--- config.mk ---
export PLATFORM = sky130hd
export DESIGN_NAME = rs_bank
export DESIGN_NICKNAME = d
export VERILOG_FILES = /design/src/rtl/rs_pkg.sv /design/src/rtl/rs_pick.sv /design/src/rtl/rs_bank.sv
export SDC_FILE = /design/constraint.sdc
export NUM_CORES = 1
export LEC_CHECK = 0
export BUFFER_PORTS_ARGS = -buffer_cell sky130_fd_sc_hd__buf_2
export CORE_MARGIN = 5
export CORE_UTILIZATION = 25
export DETAILED_ROUTE_END_ITERATION = 7
export PLACE_DENSITY_LB_ADDON = 0.2
export SLEW_MARGIN = 20
export SYNTH_ARGS = -nofsm -noshare
export SYNTH_HDL_FRONTEND = slang
export SYNTH_SLANG_ARGS = --single-unit
--- constraint.sdc ---
create_clock -name clk -period 4 [get_ports clk]
set_input_delay 0.2 -clock clk [delete_from_list [all_inputs] [get_ports clk]]
set_output_delay 0.2 -clock clk [all_outputs]
set_load 0.01 [all_outputs]
--- src/rtl/rs_pkg.sv ---
// rs_pkg: unit-tag base constants and a constant-foldable clog2 shared by the reservation-station bank
package rs_pkg;
  localparam logic [7:0] TAG_SW = 8'h00, TAG_ADD = 8'h20, TAG_MUL = 8'h40, TAG_VALUE_PRESENT = 8'h7F, TAG_LW = 8'h80;
  function automatic int clog2(input int n);
    int r = 0;
    while ((1 << r) < n) r++;
    return r;
  endfunction
endpackage

--- src/rtl/rs_pick.sv ---
// rs_pick: N-wide one-of selector (req -> one-hot gnt, idx, any); lowest index wins, or with RS_AGE_ORDER_EN and AGED=1 the smallest age-base modulo N
module rs_pick import rs_pkg::*; #(
  parameter int N = 8
`ifdef RS_AGE_ORDER_EN
  , parameter bit AGED = 1'b0
`endif
) (
  input  logic [N-1:0]             req,
`ifdef RS_AGE_ORDER_EN
  input  logic [N-1:0][clog2(N)-1:0] age,
  input  logic [clog2(N)-1:0]      base,
`endif
  output logic [N-1:0]             gnt,
  output logic [clog2(N)-1:0]      idx,
  output logic                     any
);
  localparam int IW = clog2(N);
  logic [IW-1:0] key, best;
  always_comb begin
    any = 1'b0;
    idx = '0;
    best = '0;
    key = '0;
    for (int i = 0; i < N; i++) begin
`ifdef RS_AGE_ORDER_EN
      key = AGED ? age[i] - base : IW'(i);
`else
      key = IW'(i);
`endif
      if (req[i] && (!any || key < best)) begin
        any = 1'b1;
        idx = IW'(i);
        best = key;
      end
    end
  end
  assign gnt = any ? N'(1) << idx : '0;
endmodule

--- src/rtl/rs_bank.sv ---
// rs_bank: reservation-station bank (dispatch in, CDB wake-up, issue out, flush; count = occupancy); RS_AGE_ORDER_EN selects oldest-ready issue instead of lowest index
module rs_bank import rs_pkg::*; #(
  parameter int DEPTH = 8,
  parameter int NSRC = 2,
  parameter int WORD_W = 32,
  parameter int TAG_W = 8,
  parameter logic [TAG_W-1:0] TAG_BASE = TAG_W'(TAG_ADD)
) (
  input  logic                       clk,
  input  logic                       rst,
  input  logic                       flush,
  input  logic                       disp_valid,
  output logic                       disp_ready,
  input  logic [NSRC-1:0]            disp_src_rdy,
  input  logic [NSRC*TAG_W-1:0]      disp_src_tag,
  input  logic [NSRC*WORD_W-1:0]     disp_src_val,
  output logic [TAG_W-1:0]           disp_tag,
  input  logic                       cdb_valid,
  input  logic [TAG_W-1:0]           cdb_tag,
  input  logic [WORD_W-1:0]          cdb_val,
  output logic                       iss_valid,
  input  logic                       iss_ready,
  output logic [NSRC*WORD_W-1:0]     iss_src,
  output logic [TAG_W-1:0]           iss_tag,
  output logic [clog2(DEPTH+1)-1:0]  count
);
  localparam int IW = clog2(DEPTH);
  localparam int CW = clog2(DEPTH + 1);
  typedef struct packed {
    logic rdy;
    logic [TAG_W-1:0] tag;
    logic [WORD_W-1:0] val;
  } src_t;
  logic [DEPTH-1:0] busy, ready, free_gnt, iss_gnt;
  src_t src [DEPTH][NSRC];
  src_t din [NSRC];
  logic [IW-1:0] free_idx, iss_idx;
  logic free_any, iss_any, hold, disp_fire, iss_fire;
`ifdef RS_AGE_ORDER_EN
  logic [DEPTH-1:0][IW-1:0] age;
  logic [IW-1:0] stamp;
`endif
  assign hold = rst || flush;
  always_comb begin
    ready = '0;
    count = '0;
    for (int i = 0; i < DEPTH; i++) begin
      ready[i] = busy[i];
      for (int j = 0; j < NSRC; j++) ready[i] = ready[i] && src[i][j].rdy;
      count = count + CW'(busy[i]);
    end
  end
  rs_pick #(
    .N(DEPTH)
`ifdef RS_AGE_ORDER_EN
    , .AGED(1'b0)
`endif
  ) u_free (
    .req(~busy),
`ifdef RS_AGE_ORDER_EN
    .age('0),
    .base('0),
`endif
    .gnt(free_gnt),
    .idx(free_idx),
    .any(free_any)
  );
  rs_pick #(
    .N(DEPTH)
`ifdef RS_AGE_ORDER_EN
    , .AGED(1'b1)
`endif
  ) u_iss (
    .req(ready),
`ifdef RS_AGE_ORDER_EN
    .age(age),
    .base(stamp),
`endif
    .gnt(iss_gnt),
    .idx(iss_idx),
    .any(iss_any)
  );
  assign disp_ready = free_any;
  assign disp_tag = hold ? '0 : TAG_BASE + TAG_W'(free_idx);
  assign iss_valid = !hold && iss_any;
  assign iss_tag = iss_valid ? TAG_BASE + TAG_W'(iss_idx) : '0;
  assign disp_fire = disp_valid && disp_ready && !hold;
  assign iss_fire = iss_valid && iss_ready;
  always_comb begin
    iss_src = '0;
    for (int j = 0; j < NSRC; j++) begin
      iss_src[j*WORD_W +: WORD_W] = iss_valid ? src[iss_idx][j].val : '0;
      din[j].tag = disp_src_tag[j*TAG_W +: TAG_W];
      din[j].rdy = disp_src_rdy[j] || (cdb_valid && din[j].tag == cdb_tag);
      din[j].val = disp_src_rdy[j] ? disp_src_val[j*WORD_W +: WORD_W] : cdb_val;
    end
  end
  always_ff @(posedge clk) begin
    if (hold) busy <= '0;
    else busy <= (busy & ~({DEPTH{iss_fire}} & iss_gnt)) | ({DEPTH{disp_fire}} & free_gnt);
  end
  always_ff @(posedge clk) begin
    for (int i = 0; i < DEPTH; i++)
      for (int j = 0; j < NSRC; j++)
        if (disp_fire && free_gnt[i]) src[i][j] <= din[j];
        else if (cdb_valid && busy[i] && !src[i][j].rdy && src[i][j].tag == cdb_tag)
          src[i][j] <= '{rdy: 1'b1, tag: src[i][j].tag, val: cdb_val};
  end
`ifdef RS_AGE_ORDER_EN
  always_ff @(posedge clk) begin
    if (hold) stamp <= '0;
    else if (disp_fire) begin
      stamp <= stamp + 1'b1;
      age[free_idx] <= stamp;
    end
  end
`endif
  always_ff @(posedge clk) if (!rst) assert (count <= CW'(DEPTH));
endmodule

Yosys cells after proc, flatten, opt, wreduce, memory -nomap -nowiden. Memories as Yosys holds them, arrays and structs flattened. Cells that the tools add are included.

Register bits: 8. Bits in latches: 0. RAM bits: 656. Memory bits (read-only): 0. Input port bits: 128. Output and inout bits: 86. Memories: 1.

$add $sub $neg: 9. Multiply operators: 0. Divide/modulo/power cells: 0. $lt $le $gt $ge: 12. Equality and inequality tests: 18. Shift operators: 2. Muxes and demuxes: 118. Bitwise gates (word level): 22. Reduce and logical (&&, ||, !) cells: 130.

Memory list: src (words 8, bits a word 82, rd ports 9, clocked after Yosys merged registers in 0, wr ports 8, line rs_bank.sv:35) `src_t src [DEPTH][NSRC];`.

Operators with widths (count): $mux 41 (16); $eq 8x8->1 (18); $mux 32 (4); $logic_and 1x1->1 (84); $mux 1 (82); $logic_not 1->1 (31); $mux 3 (10); $and 8x8->8 (3); $lt 3x3->1 const A (7); $add 4x1->4 (4); $mux 8 (2); $not 8->8 (2); $or 1x1->1 (16); $shl 1x3->8 const A (2); $logic_or 1x1->1 (15); $add 6x3->7 const A (2); $mux 7 (2); $or 8x8->8 (1); $lt 2x3->1 const A (2); $add 3x1->4 (1); $mux 2 (2); $add 2x1->3 (1); $lt 3x2->1 const A (1); $add 1x1->2 (1); other kinds (2) (2).

Longest topological paths before layout. An unclocked memory read counts as a cell.

Word-level depth: 37. Gate-level depth with buffers: 10. Mapped depth without buffers: 9.

Modules after synthesis. From an unflattened synthesis, not the netlist that was laid out.

Cell total of the unflattened synthesis: 2106. Area, all modules: 35350.2 sq um.

Modules (own cells, without submodules): rs_bank (instances 1, cells an instance 2058, area an instance 35067.4 sq um); rs_pick (instances 2, cells an instance 24, area an instance 141.4 sq um).

Worst setup path after synthesis. OpenSTA, ideal clock, no wires.

Kind: reg2reg. Start point: register busy[1]. End point: memory src[4][0] (netlist name) (enable). Library setup time: 469 ps. Data arrival time: 3787 ps. Required time: 3531 ps. Slack: -256 ps. Stages on the path, launching flop included: 8. Buffers on the path: 2. Cells stage by stage: dfxtp_1 -> ha_1 -> inv_1 -> o22ai_1 -> a21oi_1 -> clkbuf_1 -> clkbuf_1 -> o21ai_0.

RTL lines: start, declared (line rs_bank.sv:34) `logic [DEPTH-1:0] busy, ready, free_gnt, iss_gnt;`; start signal, assigned (line rs_bank.sv:100) `else busy <= (busy & ~({DEPTH{iss_fire}} & iss_gnt)) | ({DEPTH{disp_fire}} & free_gnt);`; end, declared (line rs_bank.sv:35).

Worst setup path in the final report.
Start point: register busy[0]. End point: output count[2].

Longest elaborated chain between the ends: 7.

Ends and longest elaborated chain: $add 1x1->2 (line rs_bank.sv:50) `count = count + CW'(busy[i]);`; $add 2x1->3 (line rs_bank.sv:50); $add 3x1->4 (line rs_bank.sv:50); $add 4x1->4 (4 in a row) (line rs_bank.sv:50); end, declared (line rs_bank.sv:25) `output logic [clog2(DEPTH+1)-1:0] count`.

Every way passes these cells.

==> out/metrics.cfg <==
[run_status]
status = completed

[clock_tree]
cts_buffer_depth = 3
clkSlewWorstSetupHoldPaths_ns = 0.06
clockRootBuffer = clkbuf_16
h-tree-depth = 3
cts_tree = done
numCtsBuffers = 79
cts_setup_buffers = 0
cts.sinks = 664
clk_latency_ns = 0.68

[detailed_routing]
dr.pass1.iters = 5
routed_via_density = 4.98
drc_errors = 0
avgRoutedWirePerCell_um = 25.3
vias = 24600
drt_iter0_markers = 2244
postRouteAntennaNets = 0
routed_wl_mm = 125

[pwr]
p_leak_uw = 0.0140
ir_worst_vdd_uv = 265
power_density_nw_per_um2 = 400

[global_route]
grt_pass1_wl_mm = 177
grt_max_degree = 88
track_usage = 0.170
antenna_found_initial = 8
grt_pass1_vias = 23900
grt_overflow_total = 0

[logic_synthesis]
ys_top_cells_by_count = 655 x edfxtp_1, 426 x a21oi_1, 426 x nor2_1
synth_cells = 3028
ys_top_cells_by_area = edfxtp_1 58%, a21oi_1 6.3%, mux2i_1 6.3%
ys_seq_elements = 664
synth_ff_type = edfxtp_1
syn_avg_cell_area_um2 = 11.2
ys_types = 53
syn-cell-area_um2 = 33800
yosys_warnings = 0
async_flop_share = 0
synth_edf_count = 655
netlist.top_cell.by_area = edfxtp_1
synth_top_area_frac = 0.581
synth.most_common_cell = edfxtp_1
yosysSeqAreaShare = 0.587

[worst_setup_path]
regToRegSetupSlack_ns = 0.79
r2r_cells = 8
start_kind = flip-flop
r2r_end = src[6][70]
critPathCaptureType = output port
cp_data_arrival_time_ns = 3.63
cp-endpoint = count[2]
worst-setup-path-type = flip-flop to output port
required_ns = 3.80
r2r-start = busy[1]
critPathMaxFanout = 6
cp-startpoint = busy[0]

[timing]
finalSetupViolCount = 0
grt_setup_unrepaired = no
relSlewSlack = 0.303
fmax_mhz = 261
worst_hold_slack_ns = 0.0922
fin_skew_ns = 0.0230
tightest_slew_ns = 1.04
finalCritPeriodShare = 0.957
post-route-min-period_ns = 3.83
setup_tns_ns = 0
hold_viol = 0
slew_violations = 0

[die]
die_width_um = 378
ios = 214
rows = 135
die_area_um2 = 143000
initial_core_util = 0.251
die_h_um = 378
core_um2 = 135000

[placement]
place_congestion = 0.790
dp.final_hpwl_mm = 76.2
portBuffers = 205
placedCellCount = 4789

[min_path]
min_from = cdb_val[7]
hold_path_class = input port to flip-flop

[finish]
fin_util = 0.291
nets = 3246
syn_to_final_growth_pct = 16.2
final_cells = 4949
drive_above_1_share = 0.173

[flow_run]
maxCapViolations = 0

[cells in the final DEF, fill, tap and decap left out, types with 8 or more instances in the layout]
master / instances
nor4_1: 18
buf_2: 205
mux2i_1: 213
buf_12: 20
clkinv_2: 11
a21oi_1: 424
edfxtp_1: 655
nand2_2: 13
and3_1: 74
dlygate4sd3_1: 19
nand2_1: 208
clkinv_1: 15
buf_4: 63
clkbuf_1: 21
clkbuf_16: 81
o22ai_1: 37
inv_1: 55
o31ai_1: 33
nand4_1: 76
nand3_1: 19
xor2_1: 75
xnor2_1: 70
a22o_1: 28
a211oi_1: 41
o22a_1: 28
conb_1: 8
a211oi_2: 31
nor3_1: 17
a31o_2: 75
o221ai_1: 28
nor2_1: 424
[worst max-delay path, stage by stage, from the launching register on]
cell	delay [ns]
dfxtp_2	0.35
fa_1	0.54
inv_1	0.05
fa_1	0.49
fa_1	0.42
inv_1	0.07
ha_2	0.22
inv_1	0.08
fa_1	0.43
xnor2_1	0.17
buf_2	0.16
[cell type report]
cell class | instances | area [um^2]
Fill cell | 13900 | 95600
Sequential cell | 664 | 19900
Tap cell | 1781 | 2230
Clock inverter | 37 | 332
Multi-Input combinational cell | 2001 | 12500
Timing Repair Buffer | 307 | 2090
Antenna cell | 1 | 2.50
Clock buffer | 102 | 2110
Inverter | 56 | 211
[routing by layer]
| metal | wire length (um) | share of wire | track usage | vias to the layer above |
|---|---|---|---|---|
| met4 | 3190 | 0.025 | 0.0445 | 2 |
| met3 | 6950 | 0.055 | 0.0249 | 152 |
| met1 | 56500 | 0.45 | 0.235 | 12300 |
| li1 | - | - | - | 11300 |
| met2 | 58800 | 0.47 | 0.280 | 852 |
| met5 | 13 | 0.00010 | 0 | - |
[power breakdown]
| group | internal [uW] | switching, uW | leakage [uW] |
|---|---|---|---|
| logic | 287 | 654 | 0.00677 |
| registers | 7720 | 10.2 | 0.00606 |
| clock network | 3990 | 3070 | 0.00118 |
| total | 12000 | 3730 | 0.0140 |
[flip-flops by register name (all words and copies together), names as in the netlist]
signal,cells
busy,8
src,656
[through the flow]
| step | setup WS [ns] | total power, uW | instance area (um^2) |
|---|---|---|---|
| 2_1_floorplan | 0.640 | 8430 | 33900 |
| 3_3_place_gp | 0.761 | 8790 | 36700 |
| 3_5_place_dp | 0.727 | 8810 | 36700 |
| 4_1_cts | 0.0424 | 15900 | 39300 |
| 5_1_grt | 0.0254 | 16200 | 39300 |
| 6_report | 0.172 | 15700 | 39300 |
[worst min-delay path by stage]
stage,endpoint,slack [ns],cells after the start
final,src[4][48],0.09,3
after global routing,src[4][48],0.09,3
after CTS,src[4][48],0.05,3
after detailed placement,busy[7],0.57,2
after global placement,busy[1],0.55,2
after floorplan,src[0][32],0.30,0
[kinds of logic after synthesis]
group                      synth area share
adders and majority gates           0.00422
muxes                                0.0630
DFF                                   0.587
and+or+nand+nor                       0.115
AOI/OAI and AO/OA                     0.142
other                              0.000111
buffers and inverters                0.0508
xor gates and xnor gates             0.0375
[repair_timing]
item / in CTS / in global routing
pin swaps: 0 / 1
hold buffers: 19 / 0
setup endpoints to repair: 1 / 14
hold endpoints to repair: 134 / 0
gates cloned: 0 / 1
resized for setup: 1 / 5
Note: power is estimated with default switching activity, not from simulation.
